--- src/rtl/uart_receiver.sv ---
// ---------------------------------------------------------------------------
// uart_receiver
//
// Serial-to-parallel UART receiver for 8N1 frames sent LSB first. This is the
// laptop-to-FPGA path that loads FIR coefficients. Each correctly framed byte
// appears on uart_data together with a one-cycle uart_done strobe. The strobe
// also drives the sender's uart_en input so the byte is echoed back.
//
// Optional build macro: UART_RX_PARITY_EN
//   undefined : 8N1. The PARITY state is never entered and parity_err is
//               tied to 0.
//   defined   : 8E1. An even-parity bit is expected between the last data
//               bit and the stop bit. On a mismatch (with a good stop bit)
//               parity_err pulses instead of uart_done.
//   The port list is the same in both builds.
//
// Parameters
//   CLK_FREQ : system clock frequency in Hz
//   UART_BPS : line bit rate. CLK_FREQ/UART_BPS must lie in 4..65535.
//
// Ports
//   sys_clk    in   system clock; all logic runs on the rising edge
//   sys_rst    in   asynchronous, active-low reset
//   uart_rxd   in   serial line, idle high, asynchronous to sys_clk
//   uart_done  out  one-cycle pulse: new valid byte on uart_data
//   uart_data  out  last correctly received byte, held until the next one
//   frame_err  out  one-cycle pulse: stop bit sampled low
//   parity_err out  one-cycle pulse: parity mismatch (parity build only)
// ---------------------------------------------------------------------------
`timescale 1ns/1ps

module uart_receiver #(
  parameter int unsigned CLK_FREQ = 50_000_000,
  parameter int unsigned UART_BPS = 9600
) (
  input  logic       sys_clk,
  input  logic       sys_rst,
  input  logic       uart_rxd,
  output logic       uart_done,
  output logic [7:0] uart_data,
  output logic       frame_err,
  output logic       parity_err
);

  localparam int unsigned BPS_CNT   = CLK_FREQ / UART_BPS;
  // The sample point is mid-bit, measured from the detected start edge.
  localparam logic [15:0] SAMPLE_PT = 16'(BPS_CNT / 2);
  localparam logic [15:0] BIT_LAST  = 16'(BPS_CNT - 1);

  typedef enum logic [2:0] {
    IDLE,
    START,
    DATA,
    PARITY,
    STOP,
    BREAK
  } state_e;

  // Input conditioning: a two-flop synchronizer plus one delay flop for the
  // edge detector.
  logic rx_s1_q, rx_s1_d;
  logic rx_s2_q, rx_s2_d;
  logic rx_d_q,  rx_d_d;

  state_e      state_q,   state_d;
  logic [15:0] clk_cnt_q, clk_cnt_d;
  logic [3:0]  bit_cnt_q, bit_cnt_d;
  logic [7:0]  shift_q,   shift_d;
  logic [7:0]  data_q,    data_d;
  logic        done_q,    done_d;
  logic        ferr_q,    ferr_d;

`ifdef UART_RX_PARITY_EN
  logic        perr_q,    perr_d;
  logic        par_bad_q, par_bad_d;
`endif

  logic        fall;
  logic        sample;
  logic        bit_end;
  logic [15:0] cnt_inc;

  assign fall    = rx_d_q & ~rx_s2_q;
  assign sample  = (clk_cnt_q == SAMPLE_PT);
  assign bit_end = (clk_cnt_q == BIT_LAST);
  assign cnt_inc = bit_end ? 16'd0 : clk_cnt_q + 16'd1;

  // -------------------------------------------------------------------------
  // Next-state and output logic
  // -------------------------------------------------------------------------
  always_comb begin
    // NOTE: every signal driven here gets a default first. A path that
    // leaves one unassigned would infer a latch.
    rx_s1_d   = uart_rxd;
    rx_s2_d   = rx_s1_q;
    rx_d_d    = rx_s2_q;
    state_d   = state_q;
    clk_cnt_d = clk_cnt_q;
    bit_cnt_d = bit_cnt_q;
    shift_d   = shift_q;
    data_d    = data_q;
    done_d    = 1'b0;
    ferr_d    = 1'b0;
`ifdef UART_RX_PARITY_EN
    perr_d    = 1'b0;
    par_bad_d = par_bad_q;
`endif

    unique case (state_q)
      IDLE: begin
        clk_cnt_d = 16'd0;
        bit_cnt_d = 4'd0;
        if (fall) begin
          state_d = START;
        end
      end

      START: begin
        clk_cnt_d = cnt_inc;
        if (sample && rx_s2_q) begin
          // The line is high again at mid-bit, so the edge was a glitch.
          state_d   = IDLE;
          clk_cnt_d = 16'd0;
        end else if (bit_end) begin
          state_d   = DATA;
          bit_cnt_d = 4'd0;
        end
      end

      DATA: begin
        clk_cnt_d = cnt_inc;
        if (sample) begin
          // Shift in at the MSB so the first (LSB) bit ends up at bit 0.
          shift_d   = {rx_s2_q, shift_q[7:1]};
          bit_cnt_d = bit_cnt_q + 4'd1;
        end
        if (bit_end && bit_cnt_q == 4'd8) begin
          bit_cnt_d = 4'd0;
`ifdef UART_RX_PARITY_EN
          state_d   = PARITY;
`else
          state_d   = STOP;
`endif
        end
      end

`ifdef UART_RX_PARITY_EN
      PARITY: begin
        clk_cnt_d = cnt_inc;
        if (sample) begin
          // Even parity: the data bits and the parity bit XOR to 0.
          par_bad_d = ^{shift_q, rx_s2_q};
        end
        if (bit_end) begin
          state_d = STOP;
        end
      end
`endif

      STOP: begin
        clk_cnt_d = cnt_inc;
        if (sample) begin
          clk_cnt_d = 16'd0;
          if (rx_s2_q) begin
            // Return to IDLE at mid-stop-bit. This leaves half a bit of
            // slack to catch a start bit that follows with no idle gap.
            state_d = IDLE;
`ifdef UART_RX_PARITY_EN
            if (par_bad_q) begin
              perr_d = 1'b1;
            end else begin
              data_d = shift_q;
              done_d = 1'b1;
            end
`else
            data_d = shift_q;
            done_d = 1'b1;
`endif
          end else begin
            // A bad stop bit takes priority over any parity result.
            ferr_d  = 1'b1;
            state_d = BREAK;
          end
        end
      end

      BREAK: begin
        // Wait out a held-low line. Edges inside it are not start bits.
        clk_cnt_d = 16'd0;
        if (rx_s2_q) begin
          state_d = IDLE;
        end
      end

      default: begin
        state_d   = IDLE;
        clk_cnt_d = 16'd0;
        bit_cnt_d = 4'd0;
      end
    endcase
  end

  // -------------------------------------------------------------------------
  // State registers
  // -------------------------------------------------------------------------
  always_ff @(posedge sys_clk or negedge sys_rst) begin
    if (!sys_rst) begin
      // NOTE: the synchronizer resets to the idle-high level, so releasing
      // reset can never look like a falling start edge.
      rx_s1_q   <= 1'b1;
      rx_s2_q   <= 1'b1;
      rx_d_q    <= 1'b1;
      state_q   <= IDLE;
      clk_cnt_q <= 16'd0;
      bit_cnt_q <= 4'd0;
      shift_q   <= 8'h00;
      data_q    <= 8'h00;
      done_q    <= 1'b0;
      ferr_q    <= 1'b0;
`ifdef UART_RX_PARITY_EN
      perr_q    <= 1'b0;
      par_bad_q <= 1'b0;
`endif
    end else begin
      // NOTE: non-blocking assignments. Every flop updates from the values
      // that were present before the edge.
      rx_s1_q   <= rx_s1_d;
      rx_s2_q   <= rx_s2_d;
      rx_d_q    <= rx_d_d;
      state_q   <= state_d;
      clk_cnt_q <= clk_cnt_d;
      bit_cnt_q <= bit_cnt_d;
      shift_q   <= shift_d;
      data_q    <= data_d;
      done_q    <= done_d;
      ferr_q    <= ferr_d;
`ifdef UART_RX_PARITY_EN
      perr_q    <= perr_d;
      par_bad_q <= par_bad_d;
`endif
    end
  end

  assign uart_done = done_q;
  assign uart_data = data_q;
  assign frame_err = ferr_q;
`ifdef UART_RX_PARITY_EN
  assign parity_err = perr_q;
`else
  assign parity_err = 1'b0;
`endif

endmodule

--- config.mk ---
export PLATFORM = sky130hd
export DESIGN_NAME = uart_receiver
export DESIGN_NICKNAME = d
export VERILOG_FILES = /design/src/rtl/uart_receiver.sv
export SDC_FILE = /design/constraint.sdc
export NUM_CORES = 1
export LEC_CHECK = 0
export ABC_AREA = 1
export BUFFER_PORTS_ARGS = -buffer_cell sky130_fd_sc_hd__buf_2
export CAP_MARGIN = 30
export CORE_ASPECT_RATIO = 1.75
export CORE_MARGIN = 2
export CORE_UTILIZATION = 50
export CTS_BUF_LIST = sky130_fd_sc_hd__clkbuf_2
export DETAILED_ROUTE_END_ITERATION = 12
export GPL_TIMING_DRIVEN = 0
export PLACE_DENSITY = 0.68
export SETUP_SLACK_MARGIN = 0.5
export SYNTH_ARGS = -nofsm -noshare
export SYNTH_HDL_FRONTEND = slang
export SYNTH_SLANG_ARGS = --single-unit
--- constraint.sdc ---
create_clock -name sys_clk -period 1.7 [get_ports sys_clk]
set_input_delay 0.51 -clock sys_clk [delete_from_list [all_inputs] [get_ports sys_clk]]
set_output_delay 0.51 -clock sys_clk [all_outputs]
set_load 0.1 [all_outputs]
==> results of run 1 <==
[kinds of logic (layout without fill, tap and decap cells)]
family / after synthesis / in the layout / share of synthesized area
and+or+nand+nor: 143 / 143 / 0.3047
DFF: 44 / 44 / 0.4687
buffers and inverters: 40 / 106 / 0.08280
AOI/OAI and AO/OA: 24 / 24 / 0.06369
xor gates and xnor gates: 14 / 14 / 0.05202
adders and majority gates: 5 / 5 / 0.02654
other: 1 / 1 / 0.001591
[per-stage QoR]
stage	hold WS, ps	total power [uW]	instance area, um^2	cells
6_report	191.5	3366	3468	389
4_1_cts	169.9	3268	3203	379
3_5_place_dp	351.2	2249	2510	335
5_1_grt	154.6	3554	3468	389
2_1_floorplan	214.4	2028	2385	271
3_3_place_gp	352.4	2214	2510	335
[routing by layer]
metal	wire, um	share of wire	track usage
met4	253	0.043	0.1230
met2	3436	0.59	0.4296
met5	0	0	0
met3	134	0.023	0.03836
met1	2012	0.34	0.2238
[registers in the layout, indices dropped and copies added (netlist names)]
signal	flops
rx_d_d	1
rx_s1_q	1
state_q	3
uart_data	8
clk_cnt_q	16
rx_d_q	1
bit_cnt_q	4
frame_err	1
uart_done	1
shift_q	8
[area by class of cell]
cell class                      count  area share
Multi-Input combinational cell    187      0.3990
Buffer                              7     0.02309
Clock inverter                      3     0.01227
Clock buffer                        5    0.007215
Sequential cell                    44      0.3236
Inverter                           33     0.03716
Tap cell                           52     0.01876
Timing Repair Buffer               58      0.1789
[placed cells by master, fill, tap and decap left out, types with 6 or more instances in the layout]
| cell | synthesis | routed |
|---|---|---|
| buf_12 | 1 | 8 |
| buf_4 | 1 | 30 |
| buf_6 | 3 | 16 |
| dfrtp_1 | 41 | 27 |
| dfrtp_2 | 0 | 14 |
| inv_1 | 30 | 25 |
| inv_2 | 3 | 6 |
| nand2_1 | 62 | 38 |
| nand2_2 | 5 | 17 |
| nand2_4 | 1 | 13 |
| nand3_1 | 17 | 9 |
| nand3_2 | 3 | 8 |
| nor2_1 | 26 | 12 |
| nor2_2 | 13 | 21 |
| nor2_4 | 4 | 10 |
| o21ai_2 | 7 | 15 |
| xor2_1 | 11 | 11 |
[final timing paths]
check | to | cells after the start | start | slack (ps)
setup / recovery | uart_data[5] | 1 | uart_data[5]$_DFFE_PN0P_ | 100
hold / removal | rx_s1_q$_DFF_PN1_ | 1 | uart_rxd | 190
setup reg to reg | clk_cnt_q[3]$_DFF_PN0_ | 10 | clk_cnt_q[0]$_DFF_PN0_ | 110
hold reg to reg | rx_d_d$_DFF_PN1_ | 0 | rx_s1_q$_DFF_PN1_ | 380
max in group asynchronous | rx_d_d$_DFF_PN1_ | 3 | sys_rst | 830
min in group asynchronous | state_q[2]$_DFFE_PN0P_ | 2 | sys_rst | 370
[what timing repair did]
action | 4_1_cts | 5_1_grt
setup buffers | 34 | 8
pin swaps | 25 | 7
endpoints found under the hold margin | 0 | 1
resized for setup | 94 | 48
setup endpoints to repair | 51 | 51
hold buffers | 0 | 1
cloned | 2 | 0
[power breakdown]
part | internal [uW] | leakage (uW) | switching, uW
Clock | 245 | 0.0000390 | 351
Sequential | 1130 | 0.000576 | 112
Combinational | 654 | 0.000932 | 873
==> flow_summary.json, run 1 <==
{
  "status": "completed",
  "layout.nets": 344,
  "critPathBufInv": 1,
  "yosysWarnings": 0,
  "syn_to_final_growth_pct": 47.13,
  "totalNegativeSetupSlack_ps": 0,
  "grt_pass1_vias": 2091,
  "first_pass_iters": 4,
  "fin_crit_sh": 0.9403,
  "antenna_found_initial": 0,
  "cp_max_fo": 2,
  "fin_skew_ps": 27.59,
  "yosys.area.top_type": "dfrtp_1",
  "num-fill-cells": 306,
  "fin_crit_ps": 1599,
  "drive_gt1_frac": 0.5727,
  "cts_tree": "built",
  "ioPinCount": 14,
  "ys_seq_elements": 44,
  "crit_type": "reg -> out",
  "diodes": 0,
  "post-route-util": 0.7500,
  "netlist_top_cells_count": "62 x nand2_1, 41 x dfrtp_1, 30 x inv_1",
  "vias": 2043,
  "regArea_um2": 1122,
  "hold_violations": 0,
  "slowest_stage": "dfrtp_2",
  "dieArea_um2": 5301,
  "critPathTopFamily": "flip-flops",
  "syn-cell-area_um2": 2357,
  "ir_worst_vdd_mv": 1.330,
  "fmax_ghz": 0.6256,
  "ys.flop_type": "dfrtp_1",
  "worstSkewPairLatency_ps": 420,
  "rsz0062_at_grt": "yes",
  "yosys-top-cells-area": "dfrtp_1 44%, nand2_1 9.9%, inv_1 4.8%",
  "place.gp.congestion": 0.8717,
  "h-tree-depth": 2,
  "yosysSeqAreaShare": 0.4687,
  "fp.dieW_um": 55.91,
  "end_kind": "output pin",
  "start_util": 0.5097,
  "rows": 33,
  "syn_inst": 271,
  "netlist-cell-type-count": 32,
  "grt_first_pass_wirelength_mm": 9.211,
  "place.detailed.hpwl_mm": 3.285,
  "post-place-ws_ps": 56.20,
  "slew_viol_final": 0,
  "synthArstFlopShare": 1.000,
  "clockBufferDepth": 2,
  "worst_slack_ps": 101.5,
  "globalRouteOverflowTotal": 0,
  "drv_cap": 0,
  "postRouteWirelength_mm": 5.836,
  "powerDensity_nw_per_um2": 970.4,
  "finalSetupViolCount": 0,
  "grt_usage": 0.2236,
  "drt_iter0_drc": 35,
  "grt_start_max_net_pins": 45,
  "clk_pin_slew_ps": 240,
  "root_buffer": "clkbuf_2",
  "fp.dieH_um": 94.83,
  "start_kind": "flop",
  "worstPathArrival_ps": 1090,
  "avgSynthCellArea_um2": 8.698,
  "cts_sinks": 44,
  "synth_nets": 279,
  "synth.top_cell.area_share": 0.4352,
  "yosysMostFrequentCell": "nand2_1",
  "drc": 0,
  "synth_edf_count": 0,
  "core_um2": 4624,
  "crit_required_ps": 1190,
  "cts_buffers": 5,
  "worstPathCellList": "buf_12",
  "wire_per_inst_um": 15.00,
  "p_leak_uw": 0.001547,
  "via_per_inst": 5.252,
  "hold_class": "in -> reg",
  "io_buffers": 12,
  "postRouteAntennaNets": 0,
  "multi_input_area_um2": 1384,
  "cp_slowest_stage_delay_ps": 490
}
Power figures use the tool's default switching activity.
==> run 2, diff against run 1 <==
Settings changed: ABC_AREA 1 to not set, CORE_ASPECT_RATIO 1.75 to not set.
==> run 2 against run 1 <==
The run now ends with negative setup slack left. Non-clock buffer count decreased by 28. Global-route usage down 2.7 points. Clock skew decreased by 14 ps. Synthesized cell count is 30% lower. Maximum frequency down 32%. Critical path type is now reg -> reg. Critical endpoint is now state_q[0]$_DFFE_PN0P_. Largest power group is now sequential cells.
==> flow_summary.json, run 2 <==
{
  "grt_usage": 0.1965,
  "hold_violations": 0,
  "finalSetupViolCount": 40,
  "grt_start_max_net_pins": 45,
  "syn_inst": 189,
  "fmax_ghz": 0.4228,
  "status": "finished with violations",
  "synth_compound_area_frac": 0.06667,
  "drc": 0,
  "r2r_start": "clk_cnt_q[1]$_DFF_PN0_",
  "fp.dieH_um": 69.13,
  "start_util": 0.5264,
  "antenna_found_initial": 0,
  "drt_iter0_drc": 74,
  "ys.flop_type": "dfrtp_1",
  "synth_top_family_by_area": "simple AND/OR/NAND/NOR gates",
  "root_buffer": "clkbuf_2",
  "worst-r2r-setup-slack_ps": -670,
  "synthSimpleGateAreaFrac": 0.1858,
  "dieArea_um2": 4778,
  "drv_cap": 0,
  "h-tree-depth": 2,
  "netlist_top_cells_count": "41 x dfrtp_1, 20 x nor2_1, 16 x mux2_2",
  "first_pass_iters": 5,
  "synthAdderAreaFrac": 0.02950,
  "end_kind": "flop",
  "fin_crit_ps": 2365,
  "vias": 1544,
  "tightest_slew_ps": 524.8,
  "worstPathArrival_ps": 2690,
  "grt_pass1_vias": 1606,
  "globalRouteOverflowTotal": 0,
  "start_kind": "flop",
  "synth_xor_area_frac": 0.06195,
  "slew_viol_final": 0,
  "synthArstFlopShare": 1.000,
  "post-place-ws_ps": -841.8,
  "crit_required_ps": 2030,
  "p_leak_uw": 0.001193,
  "worst_slack_ps": -665.2,
  "hold_class": "in -> async",
  "clockBufferDepth": 2,
  "ys_seq_elements": 44,
  "wire_per_inst_um": 15.89,
  "clk_pin_slew_ps": 200,
  "avgSynthCellArea_um2": 11.22,
  "powerDensity_nw_per_um2": 777.3,
  "largest-register": "clk_cnt_q",
  "synth.top_cell.area_share": 0.4838,
  "postRouteWirelength_mm": 4.370,
  "rows": 23,
  "fin_crit_sh": 1.391,
  "rsz0062_at_grt": "yes",
  "place.gp.congestion": 0.8336,
  "fin_skew_ps": 14.07,
  "netlist-cell-type-count": 41,
  "yosysWarnings": 0,
  "syn_to_final_growth_pct": 30.86,
  "postRouteAntennaNets": 0,
  "cts_buffers": 5,
  "post-route-util": 0.6888,
  "syn-cell-area_um2": 2121,
  "violations": "negative setup slack",
  "cp_max_fo": 4,
  "synth_edf_count": 0,
  "layout.nets": 232,
  "place.detailed.hpwl_mm": 2.780,
  "drive_gt1_frac": 0.4133,
  "synth_nets": 197,
  "reg2reg_depth": 6,
  "yosys.area.top_type": "dfrtp_1",
  "ir_worst_vdd_mv": 0.5837,
  "mostFrequentLayoutCell": "dfrtp_1",
  "yosys-top-cells-area": "dfrtp_1 48%, mux2_2 8.5%, xor2_1 4.1%",
  "io_buffers": 12,
  "cts_sinks": 44,
  "mostFrequentLayoutCells": "29 x dfrtp_1, 14 x nor2_1, 12 x dfrtp_2",
  "diodes": 0,
  "yosysSeqAreaShare": 0.5209,
  "r2r_end": "state_q[0]$_DFFE_PN0P_",
  "ctsHoldBuffers": 0,
  "yosys-mux-area-fraction": 0.1003,
  "largest_reg_flops": 16,
  "ioPinCount": 14,
  "via_per_inst": 5.615,
  "cts_tree": "built",
  "yosysMostFrequentCell": "dfrtp_1",
  "core_um2": 4029,
  "grt_first_pass_wirelength_mm": 7.521,
  "max-slew-margin-rel": 0.6502,
  "crit_type": "reg -> reg",
  "worstSkewPairLatency_ps": 420,
  "fp.dieW_um": 69.13
}
-- run 2: cell count changes after synthesis, moves of 11 or more --
cell,previous run,this run
nand2_1,62,10
nor2_2,13,0
mux2_2,0,16
nand3_1,17,6
inv_1,30,8
-- run 2: worst max path at each step --
stage / startpoint / to / slack [ps] / cells after the start
finish: clk_cnt_q[1]$_DFF_PN0_ / state_q[0]$_DFFE_PN0P_ / -670 / 6
global route: clk_cnt_q[1]$_DFF_PN0_ / state_q[2]$_DFFE_PN0P_ / -750 / 6
CTS: clk_cnt_q[1]$_DFF_PN0_ / state_q[0]$_DFFE_PN0P_ / -660 / 6
detailed placement: clk_cnt_q[6]$_DFF_PN0_ / uart_data[2]$_DFFE_PN0P_ / -840 / 5
global placement: clk_cnt_q[0]$_DFF_PN0_ / state_q[2]$_DFFE_PN0P_ / -740 / 6
floorplan: clk_cnt_q[0]$_DFF_PN0_ / state_q[0]$_DFFE_PN0P_ / -610 / 6
-- run 2: cell families after synthesis --
logic type | count (synthesis)
flip-flops | 44
multiplexers | 19
AO/OA/AOI/OAI | 19
other | 1
buffers and inverters | 17
AND/OR/NAND/NOR | 69
adder cells (fa/ha/maj) | 5
XOR/XNOR | 15
-- run 2: cell type report --
cell class	count	area (um^2)
fillers	301	1254
flip-flops and latches	44	1120
multi-input cells	128	1074
repair buffers	28	380.4
plain buffers	9	66.31
well taps	50	62.56
clock buffers	7	35.03
inverters	8	32.53
clock inverters	1	5.005
-- run 2: metrics by stage --
stage | total power [uW] | TNS (ps) | hold slack (ps) | instance area (um^2) | cells
floorplan | 1427 | -16010 | 214.4 | 2191 | 189
global placement | 1506 | -24190 | 345.6 | 2313 | 251
detailed placement | 1521 | -26920 | 349.7 | 2313 | 251
CTS | 2124 | -20300 | 171.5 | 2693 | 271
global route | 2285 | -20930 | 48.42 | 2775 | 275
finish | 2157 | -18000 | 29.91 | 2775 | 275
-- run 2: report_power, final --
| part | switching (uW) | leakage (uW) | total [uW] | internal, uW |
|---|---|---|---|---|
| clock network | 320 | 0.0000330 | 432 | 112 |
| logic | 348 | 0.000579 | 619 | 271 |
| registers | 20.6 | 0.000581 | 1110 | 1090 |
-- run 2: timing repair --
| item | 4_1_cts | 5_1_grt |
|---|---|---|
| gates resized for setup | 66 | 9 |
| pin swaps | 15 | 4 |
| gates cloned | 1 | 0 |
| buffers inserted | 11 | 3 |
| endpoints found under the setup margin | 51 | 51 |
-- run 2: routing by layer --
metal | GRT usage | vias to the layer above | part of all wire
li1 | - | 730 | -
met1 | 0.2320 | 764 | 0.43
met2 | 0.3483 | 39 | 0.51
met3 | 0.03216 | 11 | 0.033
met4 | 0.08932 | 0 | 0.027
met5 | 0 | - | 0
-- run 2: worst max-delay path, cell delays in order, from the launching register on --
cell,delay [ps]
dfrtp_1,420
ha_1,180
or4b_4,470
or4_4,450
buf_4,170
a211oi_4,260
mux2_1,340
